==> src/rtl/pixel_frame_buffer.sv <==
// Single-frame 1-bit pixel store: captures a 28x28 binarised frame from the camera
// stream, then replays it in index order to the classifier over valid/ready.
module pixel_frame_buffer #(
   parameter int unsigned WEIGHTS_ADDR = 10,
   parameter int unsigned GRAY_WIDTH   = 8,
   parameter int unsigned NUM_PIXELS   = 784
) (
   input  logic                    pclk,
   input  logic                    rst,
   input  logic                    pix_valid,
   input  logic [GRAY_WIDTH-1:0]   pix_data,
   input  logic [WEIGHTS_ADDR-1:0] pix_index,
   input  logic                    rd_start,
   input  logic                    rd_ready,
   output logic                    frame_ready,
   output logic                    rd_valid,
   output logic [GRAY_WIDTH-1:0]   rd_data,
   output logic [WEIGHTS_ADDR-1:0] rd_index,
   output logic                    rd_last,
   output logic                    frame_done,
   output logic                    seq_err,
   output logic                    frame_drop
);

   // Pointers carry one extra bit so a full 2**WEIGHTS_ADDR frame still has an end marker.
   localparam int unsigned PW = WEIGHTS_ADDR + 1;
   localparam logic [PW-1:0] LAST_PTR = PW'(NUM_PIXELS - 1);
   localparam logic [PW-1:0] END_PTR  = PW'(NUM_PIXELS);

   typedef enum logic [1:0] {IDLE, CAPTURE, READY, READOUT} state_t;

   state_t          state;
   state_t          state_nxt;
   logic [PW-1:0]   wr_ptr;
   logic [PW-1:0]   wr_ptr_nxt;
   logic [PW-1:0]   rd_ptr;
   logic            store [NUM_PIXELS];

   logic            wr_en;
   logic            wr_bit;
   logic            idx_zero;
   logic            idx_match;
   logic            load;
   logic            xfer;
   logic            last_xfer;
   logic            rd_begin;
   logic            seq_err_nxt;
   logic            frame_drop_nxt;
   logic            frame_ready_nxt;

   assign wr_bit    = |pix_data;
   assign idx_zero  = (pix_index == '0);
   assign idx_match = ({1'b0, pix_index} == wr_ptr);
   assign xfer      = rd_valid && rd_ready;
   assign last_xfer = xfer && rd_last;
   // Fetch the next pixel whenever the output register is empty or being drained.
   assign load      = (state == READOUT) && (rd_ptr != END_PTR) && (!rd_valid || rd_ready);

   // State register.
   always_ff @(posedge pclk or posedge rst) begin
      if (rst) begin
         state <= IDLE;
      end else begin
         state <= state_nxt;
      end
   end

   // Next-state and write/handshake control.
   always_comb begin
      state_nxt       = state;
      wr_en           = 1'b0;
      wr_ptr_nxt      = wr_ptr;
      seq_err_nxt     = 1'b0;
      frame_drop_nxt  = 1'b0;
      frame_ready_nxt = frame_ready;
      rd_begin        = 1'b0;
      case (state)
         IDLE: begin
            if (pix_valid && idx_zero) begin
               wr_en      = 1'b1;
               wr_ptr_nxt = PW'(1);
               state_nxt  = CAPTURE;
            end
         end
         CAPTURE: begin
            if (pix_valid) begin
               if (idx_match) begin
                  wr_en = 1'b1;
                  if (wr_ptr == LAST_PTR) begin
                     wr_ptr_nxt      = '0;
                     frame_ready_nxt = 1'b1;
                     state_nxt       = READY;
                  end else begin
                     wr_ptr_nxt = wr_ptr + PW'(1);
                  end
               end else if (idx_zero) begin
                  // Camera restarted the frame: begin again silently.
                  wr_en      = 1'b1;
                  wr_ptr_nxt = PW'(1);
               end else begin
                  seq_err_nxt = 1'b1;
                  wr_ptr_nxt  = '0;
                  state_nxt   = IDLE;
               end
            end
         end
         READY: begin
            frame_drop_nxt = pix_valid && idx_zero;
            if (rd_start) begin
               rd_begin        = 1'b1;
               frame_ready_nxt = 1'b0;
               state_nxt       = READOUT;
            end
         end
         READOUT: begin
            frame_drop_nxt = pix_valid && idx_zero;
            if (last_xfer) begin
               state_nxt = IDLE;
            end
         end
         default: begin
            state_nxt = IDLE;
         end
      endcase
   end

   // Pixel store write port; only in-range indices ever reach it.
   always_ff @(posedge pclk) begin
      if (wr_en) begin
         store[pix_index] <= wr_bit;
      end
   end

   // Pointers, status pulses and the registered read beat.
   always_ff @(posedge pclk or posedge rst) begin
      if (rst) begin
         wr_ptr      <= '0;
         rd_ptr      <= '0;
         frame_ready <= 1'b0;
         seq_err     <= 1'b0;
         frame_drop  <= 1'b0;
         frame_done  <= 1'b0;
         rd_valid    <= 1'b0;
         rd_data     <= '0;
         rd_index    <= '0;
         rd_last     <= 1'b0;
      end else begin
         wr_ptr      <= wr_ptr_nxt;
         frame_ready <= frame_ready_nxt;
         seq_err     <= seq_err_nxt;
         frame_drop  <= frame_drop_nxt;
         frame_done  <= last_xfer;

         if (rd_begin || last_xfer) begin
            rd_ptr <= '0;
         end else if (load) begin
            rd_ptr <= rd_ptr + PW'(1);
         end

         if (load) begin
            rd_valid <= 1'b1;
            rd_data  <= {{(GRAY_WIDTH-1){1'b0}}, store[rd_ptr[WEIGHTS_ADDR-1:0]]};
            rd_index <= rd_ptr[WEIGHTS_ADDR-1:0];
            rd_last  <= (rd_ptr == LAST_PTR);
         end else if (xfer) begin
            rd_valid <= 1'b0;
         end
      end
   end

endmodule

==> config.mk <==
export PLATFORM = sky130hd
export DESIGN_NAME = pixel_frame_buffer
export DESIGN_NICKNAME = d
export VERILOG_FILES = /design/src/rtl/pixel_frame_buffer.sv
export SDC_FILE = /design/constraint.sdc
export NUM_CORES = 1
export LEC_CHECK = 0
export ABC_AREA = 1
export BUFFER_PORTS_ARGS = -buffer_cell sky130_fd_sc_hd__buf_2
export CAP_MARGIN = 10
export CELL_PAD_IN_SITES_DETAIL_PLACEMENT = 0
export CELL_PAD_IN_SITES_GLOBAL_PLACEMENT = 2
export CORE_MARGIN = 1
export CORE_UTILIZATION = 44
export CTS_CLUSTER_DIAMETER = 30
export DETAILED_ROUTE_END_ITERATION = 16
export HOLD_SLACK_MARGIN = 0.12
export PLACE_DENSITY_LB_ADDON = 0.1
export SYNTH_ARGS = -nofsm -noshare
export SYNTH_HDL_FRONTEND = slang
export SYNTH_SLANG_ARGS = --single-unit
==> constraint.sdc <==
create_clock -name pclk -period 3.7 [get_ports pclk]
set_input_delay 0.74 -clock pclk [delete_from_list [all_inputs] [get_ports pclk]]
set_output_delay 0.74 -clock pclk [all_outputs]
set_load 0.01 [all_outputs]
==> flow_metrics.tcl <==
set metrics [dict create \
    worst_slack_ns 0.7249 \
    powerDensity_nw_per_um2 649.9 \
    leakage_nw 18.15 \
    clk_latency_ns 0.76 \
    die_area_um2 88050 \
    cp.arrival_ns 3.61 \
    clock_skew_ns 0.02064 \
    drt_iter0_markers 2463 \
    pwr-share-clk_pct 55.4 \
    cts.clk_slew.worst_paths_ns 0.04 \
    switching_power_mw 7.527 \
    htreeDepth 4 \
    pre_cts_ws_ns 0.3934 \
    syn_to_final_growth_pct 20.39 \
    cts_tree "built" \
    num_vias 29140 \
    ys_types 38 \
    slew_viol_final 0 \
    grt_max_degree 144 \
    min_path_type "input pin to asynchronous set/reset pin" \
    drive_gt1_share_pct 11.06 \
    timing.hold.ws_ns 0.2235 \
    nets 4184 \
    viasPerCell 5.341 \
    die_w_um 296.7 \
    timing.max_cap.violations 0 \
    synth_edf_count 784 \
    tns_ns 0 \
    vdd.ir_drop.worst_mv 0.4649 \
    cp_max_fo 40 \
    final-setup-viol-count 0 \
    pwr-share-comb_pct 10.3 \
    dp.cells 5112 \
    status "complete, no violations" \
    drtPass1Iterations 5 \
    hold_violations 0 \
    ios 47 \
    hold_buffers 0 \
    ant_nets 0 \
    numCtsBuffers 188 \
    ys_warn_count 0 \
    finalCriticalPeriod_ns 2.975 \
    synth_top_cell_area_share_pct 61.60 \
    antenna_found_initial 2 \
    synth_most_common_cell "nor2_1" \
    tightestPinTransition_ns 1.027 \
    drc_errors 0 \
    critPathCaptureType "flip-flop" \
    final-instance-count-excl-fill 5456 \
    fin_area_um2 46010 \
    ys_async_sr_fraction_pct 4.970 \
    setup.worst_path.start_class "flip-flop" \
    internal_power_mw 22.38 \
    antenna_cells 0 \
    seq_area_frac_synth_pct 64.28 \
    avgSynthCellArea_um2 9.306 \
    rows 107 \
    cp.required_ns 4.33 \
    grt_overflow 0 \
    place_area_um2 39660 \
    slew-limit-headroom_pct 31.43 \
    wire_per_inst_um 22.88 \
    root_buffer "clkbuf_16" \
    cts_resized 0 \
    fin_crit_sh_pct 80.41 \
    routabilityCongestion 0.8272 \
    postCtsSetupBuffers 0 \
    syn_inst 4107 \
    yosysTopAreaCell "edfxtp_1" \
    die_h_um 296.7 \
    initial_utilization_pct 44.68 \
    rsz0062_at_grt "false" \
    syn_area_um2 38220 \
    synth_common_cells "nor2_1, nand2_1, edfxtp_1, nand3_1, inv_1" \
    grt_pass1_vias 27870 \
    synth-seq-cells 825 \
    switching_share_pct 25.17 \
    synth_flop_cell "edfxtp_1" \
    pwr-share-seq_pct 34.2 \
    fmax_mhz 336.1 \
    grt_pass1_wl_um 181700 \
    numPortBuffers 39 \
    synth.area.top_cells "edfxtp_1, nor2_1, nand2_1" \
    path_class "flip-flop to flip-flop" \
    core_area_um2 85550 \
    hpwl_um 67850 \
    wirelength_um 124800 \
    grtUsageTotal_pct 28.22 \
    cts_max_path_buffers 3 \
    clkSinkCount 825 \
]
## kinds of logic after synthesis
logic type	synth area share, %
and+or+nand+nor	25.41
DFF	64.28
buffers and inverters	5.922
AOI/OAI and AO/OA	4.187
xor gates and xnor gates	0.09168
adders and majority gates	0.09822
other	0.009812
## cell usage in the layout (no fill, tap or decap), types with 3 or more instances in the layout
| cell | instances |
|---|---|
| clkinv_4 | 6 |
| o21ai_1 | 14 |
| nor3b_1 | 3 |
| edfxtp_1 | 784 |
| inv_1 | 204 |
| conb_1 | 7 |
| clkinv_2 | 33 |
| buf_2 | 39 |
| inv_6 | 5 |
| nor2_2 | 3 |
| nor2_1 | 1121 |
| nand4_1 | 6 |
| nor4_1 | 5 |
| o22ai_1 | 16 |
| bufinv_16 | 30 |
| o211ai_1 | 32 |
| dfrtp_1 | 37 |
| clkinv_1 | 40 |
| nand2_2 | 8 |
| ha_1 | 3 |
| or2_2 | 5 |
| nand3_1 | 311 |
| nor3_1 | 19 |
| buf_4 | 94 |
| nand2_1 | 965 |
| a21oi_1 | 68 |
| inv_2 | 17 |
| clkbuf_16 | 190 |
| buf_12 | 22 |
| clkinvlp_4 | 7 |
| clkbuf_1 | 34 |
| o21ai_0 | 149 |
| a21boi_0 | 5 |
| clkinv_8 | 5 |
| inv_16 | 3 |
## critical path: stages, from the launching register on
cell,delay (ns)
dfrtp_4,0.61
inv_6,0.19
nand2_2,0.12
inv_2,0.05
buf_12,0.20
a21oi_1,0.35
nand3_1,0.14
nand3_1,0.10
nand3_1,0.33
nand2_1,0.18
nand2_1,0.06
nand3_1,0.07
nand3_1,0.09
nand2_1,0.07
nor2_1,0.05
nor2_1,0.13
nor2_1,0.06
## final cells by class
cell class                 count  area [µm²]
sequential                   825       24580
clock buffer                 224        4882
timing repair buffer         155        1341
inverter                     232       885.9
tap                         1144        1431
multi-input combinational   2756       11430
clock inverter               120        1468
fill                        7836       39530
## worst paths after layout
path | endpoint | slack, ns | start | cells past startpoint
min in group pclk | rd_valid | 0.29 | rd_ready | 4
hold / removal | frame_ready | 0.22 | rst | 2
setup / recovery | rd_data[0] | 0.72 | rd_ptr[1] | 16
setup reg to reg | rd_data[0] | 0.72 | rd_ptr[1] | 16
max in group asynchronous | rd_ptr[0] | 2.72 | rst | 2
hold reg to reg | rd_index[2] | 0.48 | rd_index[2] | 2
## registers in the layout, indices dropped and copies added (netlist names), named ones only
register,flops
state,1
seq_err,1
store,784
frame_done,1
rd_ptr,11
wr_ptr,11
frame_drop,1
rd_index,10
frame_ready,1
rd_last,1
rd_valid,1
rd_data,1
## layer usage
layer / part of all wire, % / global-route usage, % / wire [µm]
met3: 7.2 / 5.384 / 9022
met1: 43 / 37.96 / 53210
met4: 3.1 / 10.67 / 3854
met5: 0 / 0 / 0
met2: 47 / 45.29 / 58730
## through the flow
stage	utilization [%]	power (mW)
final	53.79	29.90
after global routing	53.79	30.81
after CTS	53.79	30.05
after detailed placement	46.36	13.49
after global placement	46.36	13.50
after floorplan	-	12.20
## power by group through the flow
stage | Sequential (mW) | Combinational, mW | Clock (mW)
floorplan | 10.3 | 1.87 | 0
global placement | 10.4 | 3.10 | 0
detailed placement | 10.4 | 3.10 | 0
CTS | 10.2 | 3.11 | 16.7
global route | 10.2 | 3.35 | 17.2
finish | 10.2 | 3.09 | 16.6
Power figures use the tool's default switching activity.
